## src/rtl/qspi_mem_pkg.sv

```systemverilog
// Shared types and constants for the QSPI memory controller.
package qspi_mem_pkg;

  typedef enum logic [2:0] {
    ST_IDLE  = 3'd0,
    ST_CS    = 3'd1,
    ST_CMD   = 3'd2,
    ST_ADDR  = 3'd3,
    ST_DUMMY = 3'd4,
    ST_DATA  = 3'd5,
    ST_END   = 3'd6
  } state_e;

  localparam logic [7:0] CMD_QREAD  = 8'hEB;
  localparam logic [7:0] CMD_QWRITE = 8'h38;
  localparam logic [7:0] CMD_QPI_EN = 8'h35;

  localparam int CMD_CYCLES     = 8;
  localparam int CMD_QPI_CYCLES = 2;
  localparam int ADDR_CYCLES    = 6;
  localparam int DATA_CYCLES    = 8;

  // The bus carries byte 0 first; the core word keeps byte 0 in bits [7:0].
  function automatic logic [31:0] byte_swap(input logic [31:0] w);
    return {w[7:0], w[15:8], w[23:16], w[31:24]};
  endfunction

endpackage

```

## src/rtl/qspi_shift.sv

```systemverilog
// Bit/nibble shifter for the QSPI bus: toggles SCK, shifts data out on the
// falling half and samples IO on the edge that raises SCK.
module qspi_shift (
  input  logic        clk_i,
  input  logic        rst_in,
  input  logic        start_i,
  input  logic        stop_i,
  input  logic        quad_i,
  input  logic [31:0] data_i,
  input  logic [3:0]  cycles_i,
  input  logic [3:0]  sdi_i,
  output logic        sck_o,
  output logic [3:0]  sdo_o,
  output logic        last_o,
  output logic [31:0] rx_o
);

  logic        run_q;
  logic        sck_q;
  logic        quad_q;
  logic [3:0]  cnt_q;
  logic [31:0] sr_q;
  logic [3:0]  sdo_q;
  logic [31:0] rx_q;

  // SCK generation, output shifting and input capture.
  always_ff @(posedge clk_i) begin
    if (!rst_in) begin
      run_q  <= 1'b0;
      sck_q  <= 1'b0;
      quad_q <= 1'b0;
      cnt_q  <= '0;
      sr_q   <= '0;
      sdo_q  <= '0;
      rx_q   <= '0;
    end else if (stop_i) begin
      run_q <= 1'b0;
      sck_q <= 1'b0;
      sdo_q <= '0;
    end else if (start_i) begin
      run_q  <= 1'b1;
      sck_q  <= 1'b0;
      quad_q <= quad_i;
      cnt_q  <= cycles_i - 4'd1;
      sdo_q  <= quad_i ? data_i[31:28] : {3'b000, data_i[31]};
      sr_q   <= quad_i ? (data_i << 4) : (data_i << 1);
    end else if (run_q) begin
      if (!sck_q) begin
        sck_q <= 1'b1;
        rx_q  <= quad_q ? {rx_q[27:0], sdi_i} : {rx_q[30:0], sdi_i[1]};
      end else begin
        sck_q <= 1'b0;
        if (cnt_q != 4'd0) begin
          cnt_q <= cnt_q - 4'd1;
          sdo_q <= quad_q ? sr_q[31:28] : {3'b000, sr_q[31]};
          sr_q  <= quad_q ? (sr_q << 4) : (sr_q << 1);
        end else begin
          run_q <= 1'b0;
        end
      end
    end
  end

  assign sck_o  = sck_q;
  assign sdo_o  = sdo_q;
  assign rx_o   = rx_q;
  assign last_o = run_q & sck_q & (cnt_q == 4'd0);

endmodule

```

## src/rtl/qspi_mem_ctrl.sv

```systemverilog
// QSPI controller for boot flash (read-only) and PSRAM, one word per request.
// Optional: define PSRAM_QPI_INIT_EN to switch the PSRAM into quad command
// mode after reset (0x35 on IO0) so later PSRAM commands take 2 SCK cycles.
//
// state    | meaning
// IDLE     | wait for request (or start PSRAM init), CS high
// CS       | CS asserted, SCK low, first command bit prepared
// CMD      | command byte, serial on IO0 (quad when PSRAM is in QPI mode)
// ADDR     | 24-bit address, 6 nibbles
// DUMMY    | read turnaround, IO released
// DATA     | 8 nibbles of data, little-endian bytes
// END      | CS released, ack pulse, rdata updated
module qspi_mem_ctrl
  import qspi_mem_pkg::*;
#(
  parameter int FLASH_DUMMY = 8,
  parameter int RAM_DUMMY   = 6
) (
  input  logic        clk_i,
  input  logic        rst_in,
  input  logic        req_i,
  input  logic        we_i,
  input  logic        ram_i,
  input  logic [23:0] addr_i,
  input  logic [31:0] wdata_i,
  output logic [31:0] rdata_o,
  output logic        ack_o,
  output logic        cs_rom_on,
  output logic        cs_ram_on,
  output logic        sck_o,
  output logic [3:0]  sdo_o,
  input  logic [3:0]  sdi_i,
  output logic [3:0]  oen_o
);

  state_e      state_q, state_d;
  logic        cs_rom_q, cs_rom_d;
  logic        cs_ram_q, cs_ram_d;
  logic [3:0]  oen_q, oen_d;
  logic        ack_q, ack_d;
  logic [31:0] rdata_q, rdata_d;
  logic        ram_q, ram_d;
  logic        we_q, we_d;
  logic [21:0] addr_q, addr_d;
  logic [31:0] wdata_q, wdata_d;
  logic        init_q, init_d;
  logic        qpi_q, qpi_d;

  logic        sh_start, sh_stop, sh_quad, sh_last, sh_sck;
  logic [31:0] sh_data, sh_rx;
  logic [3:0]  sh_cycles, sh_sdo;
  logic        start_data, cmd_quad, init_pend;
  logic [7:0]  cmd_sel;
  logic [3:0]  dummy_cyc;
  logic        unused_addr;

  assign unused_addr = ^addr_i[1:0];

`ifdef PSRAM_QPI_INIT_EN
  assign init_pend = ~qpi_q;
`else
  assign init_pend = 1'b0;
`endif

  assign cmd_quad  = ram_q & qpi_q;
  assign cmd_sel   = init_q ? CMD_QPI_EN : (we_q ? CMD_QWRITE : CMD_QREAD);
  assign dummy_cyc = ram_q ? 4'(RAM_DUMMY) : 4'(FLASH_DUMMY);

  qspi_shift u_shift (
    .clk_i    (clk_i),
    .rst_in   (rst_in),
    .start_i  (sh_start),
    .stop_i   (sh_stop),
    .quad_i   (sh_quad),
    .data_i   (sh_data),
    .cycles_i (sh_cycles),
    .sdi_i    (sdi_i),
    .sck_o    (sh_sck),
    .sdo_o    (sh_sdo),
    .last_o   (sh_last),
    .rx_o     (sh_rx)
  );

  // State and latched-request registers.
  always_ff @(posedge clk_i) begin
    if (!rst_in) begin
      state_q  <= ST_IDLE;
      cs_rom_q <= 1'b1;
      cs_ram_q <= 1'b1;
      oen_q    <= 4'hF;
      ack_q    <= 1'b0;
      rdata_q  <= '0;
      ram_q    <= 1'b0;
      we_q     <= 1'b0;
      addr_q   <= '0;
      wdata_q  <= '0;
      init_q   <= 1'b0;
      qpi_q    <= 1'b0;
    end else begin
      state_q  <= state_d;
      cs_rom_q <= cs_rom_d;
      cs_ram_q <= cs_ram_d;
      oen_q    <= oen_d;
      ack_q    <= ack_d;
      rdata_q  <= rdata_d;
      ram_q    <= ram_d;
      we_q     <= we_d;
      addr_q   <= addr_d;
      wdata_q  <= wdata_d;
      init_q   <= init_d;
      qpi_q    <= qpi_d;
    end
  end

  // Next-state logic and phase sequencing of the shifter.
  always_comb begin
    state_d    = state_q;
    cs_rom_d   = cs_rom_q;
    cs_ram_d   = cs_ram_q;
    oen_d      = oen_q;
    ack_d      = 1'b0;
    rdata_d    = rdata_q;
    ram_d      = ram_q;
    we_d       = we_q;
    addr_d     = addr_q;
    wdata_d    = wdata_q;
    init_d     = init_q;
    qpi_d      = qpi_q;
    sh_start   = 1'b0;
    sh_stop    = 1'b0;
    sh_quad    = 1'b0;
    sh_data    = '0;
    sh_cycles  = '0;
    start_data = 1'b0;
    unique case (state_q)
      ST_IDLE: begin
        if (init_pend) begin
          init_d   = 1'b1;
          ram_d    = 1'b1;
          we_d     = 1'b0;
          cs_ram_d = 1'b0;
          state_d  = ST_CS;
        end else if (req_i && !ack_q) begin
          if (we_i && !ram_i) begin
            // flash is read-only: complete without touching the bus
            ack_d = 1'b1;
          end else begin
            ram_d    = ram_i;
            we_d     = we_i;
            addr_d   = addr_i[23:2];
            wdata_d  = wdata_i;
            init_d   = 1'b0;
            cs_rom_d = ram_i;
            cs_ram_d = ~ram_i;
            state_d  = ST_CS;
          end
        end
      end
      ST_CS: begin
        sh_start  = 1'b1;
        sh_data   = {cmd_sel, 24'h000000};
        sh_quad   = cmd_quad;
        sh_cycles = cmd_quad ? 4'(CMD_QPI_CYCLES) : 4'(CMD_CYCLES);
        oen_d     = cmd_quad ? 4'h0 : 4'b1110;
        state_d   = ST_CMD;
      end
      ST_CMD: begin
        if (sh_last) begin
          if (init_q) begin
            sh_stop  = 1'b1;
            cs_ram_d = 1'b1;
            oen_d    = 4'hF;
            qpi_d    = 1'b1;
            state_d  = ST_END;
          end else begin
            sh_start  = 1'b1;
            sh_data   = {addr_q, 2'b00, 8'h00};
            sh_quad   = 1'b1;
            sh_cycles = 4'(ADDR_CYCLES);
            oen_d     = 4'h0;
            state_d   = ST_ADDR;
          end
        end
      end
      ST_ADDR: begin
        if (sh_last) begin
          if (!we_q && dummy_cyc != 4'd0) begin
            sh_start  = 1'b1;
            sh_quad   = 1'b1;
            sh_cycles = dummy_cyc;
            oen_d     = 4'hF;
            state_d   = ST_DUMMY;
          end else begin
            start_data = 1'b1;
          end
        end
      end
      ST_DUMMY: begin
        if (sh_last) start_data = 1'b1;
      end
      ST_DATA: begin
        if (sh_last) begin
          sh_stop  = 1'b1;
          cs_rom_d = 1'b1;
          cs_ram_d = 1'b1;
          oen_d    = 4'hF;
          ack_d    = 1'b1;
          if (!we_q) rdata_d = byte_swap(sh_rx);
          state_d  = ST_END;
        end
      end
      ST_END: state_d = ST_IDLE;
      default: state_d = ST_IDLE;
    endcase
    if (start_data) begin
      sh_start  = 1'b1;
      sh_data   = we_q ? byte_swap(wdata_q) : 32'h0;
      sh_quad   = 1'b1;
      sh_cycles = 4'(DATA_CYCLES);
      oen_d     = we_q ? 4'h0 : 4'hF;
      state_d   = ST_DATA;
    end
  end

  assign rdata_o   = rdata_q;
  assign ack_o     = ack_q;
  assign cs_rom_on = cs_rom_q;
  assign cs_ram_on = cs_ram_q;
  assign sck_o     = sh_sck;
  assign sdo_o     = sh_sdo;
  assign oen_o     = oen_q;

endmodule

```

## config.mk

```make
export PLATFORM = sky130hd
export DESIGN_NAME = qspi_mem_ctrl
export DESIGN_NICKNAME = d
export VERILOG_FILES = /design/src/rtl/qspi_mem_pkg.sv /design/src/rtl/qspi_shift.sv /design/src/rtl/qspi_mem_ctrl.sv
export SDC_FILE = /design/constraint.sdc
export NUM_CORES = 1
export LEC_CHECK = 0
export ABC_AREA = 0
export CORE_AREA = 4 4 134 136
export CTS_CLUSTER_DIAMETER = 50
export DETAILED_ROUTE_END_ITERATION = 10
export DIE_AREA = 0 0 138 140
export HOLD_SLACK_MARGIN = 0.15
export PLACE_DENSITY = 0.79
export SLEW_MARGIN = 20
export SYNTH_ARGS = -nofsm -noshare
export SYNTH_HDL_FRONTEND = slang
export SYNTH_HIERARCHICAL = 1
export SYNTH_SLANG_ARGS = --single-unit
```

## constraint.sdc

```tcl
create_clock -name clk_i -period 4.7 [get_ports clk_i]
set_clock_uncertainty 0.05 [all_clocks]
set_input_delay 0.47 -clock clk_i [delete_from_list [all_inputs] [get_ports clk_i]]
set_output_delay 0.47 -clock clk_i [all_outputs]
set_load 0.05 [all_outputs]
```

==> out/metrics.yaml <==
sta:
  grt_setup_unrepaired: "false"
  timing.final.crit_share_pct: 82.56
  slew_violations: 0
  max_slew.worst_pin.slew_ns: 1.130
  max_slew_margin_pct: 24.64
  highest_clock_rate_mhz: 257.7
  min_tclk_post_route_ns: 3.880
  hold_viol: 0
  setup_tns_final_ns: 0
  report.final.setup_viol: 0
finish:
  num-nets-final: 1044
  area.sequential_um2: 3405
  areaGrowthSynthToFinish_pct: 21.10
  final_area_um2: 9444
  most-common-layout-cells: "nand2_1 (190), dfxtp_1 (169), clkdlybuf4s50_1 (106)"
  mostFrequentLayoutCell: "nand2_1"
  n_fill_cell: 1553
  insertedDiodeCount: 0
  final_cells: 1216
  post_route_cells_drive_above_1_share_pct: 6.862
  area_of_combinational_cells_with_multiple_inputs_um2: 3929
clock_tree:
  holdBufCountCts: 0
  clk-insertion-delay-late_ns: 0.44
  cts_num_sinks: 170
  ctsRootBufferMaster: "clkbuf_16"
  cts_tree: "yes"
  cts_inserted_buffers: 17
  post_cts_buffers: 0
  clk_pin_slew_worst_paths_ns: 0.07
  cts_max_path_buffers: 2
  cts.htree.levels: 4
  post_cts.resized_instances: 0
synthesis:
  netlist_area_um2: 7799
  post_synth_num_cell_types: 55
  synth-compound-area-share_pct: 26.47
  dominant_combinational_cell_family_by_area_after_synthesis: "compound AO/OA/AOI/OAI gates"
  synth_sequential_area_ratio_pct: 43.64
  synth_cells: 922
  synthXorXnorAreaFrac_pct: 0.3369
  synth_simple_gate_area_share_pct: 17.41
  syn_area_per_cell_um2: 8.458
  synthMuxAreaShare_pct: 5.679
  yosys.area_share.adder_pct: 0.1604
  dominantRegCellSynth: "dfxtp_1"
  ys_async_sr_fraction_pct: 0
  synth.yosys.warnings: 6
  synth-edff-count: 0
  synth_seq_cells: 170
global_route:
  antenna_violations_before_repair: 0
  grt-ovfl-total: 0
  grt_first_pass_wirelength_um: 31420
  grt_pass1_vias: 6426
  overall_fraction_of_global_route_tracks_in_use_pct: 19.16
  grt_max_degree: 65
floorplan:
  floorplan.rows: 48
  dieArea_um2: 19320
  design.portCount: 109
  coreArea_um2: 16940
  initial_utilization_pct: 46.05
  fp.dieW_um: 138
  die_height_um: 140
pwr:
  power-per-cell-area_nw_per_um2: 539.3
  irDropWorstVdd_uv: 312.1
  sw_frac_of_total_pct: 38.63
  leakage_power_figure_nw: 3.103
  sequentialPowerShare_pct: 41.3
  total_power_mw: 5.093
  internal_power_mw: 3.125
  net_sw_power_mw: 1.967
  power.combinational.fraction_pct: 31.9
  power.share.clock_pct: 26.8
critical_path:
  path_cells: "or4_4, nor2_1, nand3b_1, o21ai_1, buf_4, mux2i_1, ha_1, xor2_1, o221ai_1, nor3_1"
  timing_worst_setup_path_type: "flop to flop"
  crit_arrival_ns: 4.18
  cp.required_ns: 5.00
  worst_setup_path_start_kind: "flop"
  setup.worst_path.end_class: "flop"
  critPathMaxFanout: 37
  critical-path-max-stage-delay_ns: 0.78
  crit_slowest_cell: "or4_4"
detailed_routing:
  drt_first_pass_iters: 7
  routed_wl_um: 19100
  vias_per_cell: 5.800
  dr.first_iter.drc_count: 661
  drt_drc_violations_left: 0
  routed_wire_length_per_instance_um: 15.70
  route.vias.total: 7053
  antenna_violating_nets_post_route: 0
worst_hold_path:
  hold_path.class: "flop to flop"
place:
  placement.cell_area_um2: 8865
  hpwlAfterDp_um: 12060
  gp_congestion: 0.8254
  io_buffer_count: 106
  placed_cells_incl_taps: 1184
status:
  run_status: "completed"
run:
  timing.max_cap.violations: 0
-- per-layer routing --
metal,up-vias,GRT usage (%),part of all wire [%]
met5,-,0,0
met4,0,6.604,1.9
met3,34,3.892,5.5
met2,267,30.19,47
met1,3315,26.33,46
li1,3437,-,-
-- power by group through the flow --
stage,Sequential [mW],Clock (mW),Combinational [mW]
2_1_floorplan,2.05,0,1.31
3_3_place_gp,2.10,0,1.55
3_5_place_dp,2.11,0,1.60
4_1_cts,2.09,1.38,1.61
5_1_grt,2.14,1.44,1.79
6_report,2.10,1.37,1.62
-- path summary, 6_finish.rpt --
| check | end | cells past startpoint | slack (ns) | startpoint |
|---|---|---|---|---|
| worst max-delay path | u_shift/cnt_q[2] | 10 | 0.82 | u_shift/cnt_q[1] |
| worst min-delay path | wdata_q[28] | 2 | 0.40 | wdata_q[28] |
| worst max register to register | u_shift/cnt_q[2] | 10 | 0.82 | u_shift/cnt_q[1] |
| worst min register to register | wdata_q[28] | 2 | 0.40 | wdata_q[28] |
-- synthesized netlist by cell type, types with 2 or more instances --
cell	number	area (um^2)
a211o_1	2	17.52
a22o_1	17	148.9
a311oi_1	28	245.2
a22oi_1	54	405.4
and3b_1	4	35.03
a211oi_1	62	465.5
buf_2	15	75.07
buf_4	6	45.04
o2111ai_1	4	35.03
nand3_1	5	25.02
nor2b_1	10	62.56
nand3b_1	3	22.52
o22ai_1	2	12.51
o211a_1	2	20.02
nor4b_1	3	26.28
inv_1	6	22.52
mux2_2	2	22.52
xor2_1	2	17.52
a221o_1	3	30.03
nor3_1	6	30.03
buf_6	11	123.9
clkbuf_1	57	214.0
a21oi_1	103	515.5
nor2_1	43	161.4
a21boi_0	2	15.01
or2_2	3	18.77
a211oi_2	2	25.02
nand2b_1	9	56.30
dfxtp_1	170	3403
and2_1	13	81.33
and3_1	3	18.77
o31ai_1	2	15.01
nor3b_1	4	30.03
o21ai_0	9	45.04
mux2i_1	42	420.4
o21a_1	3	22.52
nand2_1	190	713.2
or3_1	3	18.77
-- worst max-delay path, delay by kind of cell, from the launching register on --
kind	cells	cell delay, ns
adders and majority gates	1	0.23
and+or+nand+nor	4	2.07
AOI/OAI and AO/OA	2	0.40
muxes	1	0.26
xor gates and xnor gates	1	0.16
DFF	1	0.35
buffers and inverters	1	0.28
-- cells by family after synthesis --
logic type	Yosys count
and+or+nand+nor	306
AOI/OAI and AO/OA	300
adders and majority gates	1
muxes	44
other	1
buffers and inverters	97
xor gates and xnor gates	3
DFF	170
-- registers in the layout, summed over array words and instances (netlist names), 2 cells and up --
register and cells:
state_q 3, rdata_o 32, addr_q 22, u_shift/rx_o 32, u_shift/sr_q 31, u_shift/sdo_o 4
wdata_q 32, u_shift/cnt_q 4, oen_o 2
-- final cells by class --
cell class,count,share of cell area (%)
Clock buffer,17,4.505
Clock inverter,15,1.630
Inverter,7,0.2782
Multi-Input combinational cell,656,41.60
Sequential cell,170,36.05
Tap cell,225,2.981
Timing Repair Buffer,126,12.96
-- stage by stage --
stage          hold slack (ns)  setup WS, ns  util (%)
3_3_place_gp            0.3911        0.9963     52.34
3_5_place_dp            0.3965        0.9094     52.34
5_1_grt                 0.4266        0.6020     55.76
2_1_floorplan           0.3817        0.9545         -
4_1_cts                 0.4071        0.8791     55.76
6_report                0.4031        0.8198     55.76
No activity file was read; power rests on OpenSTA's default activity.
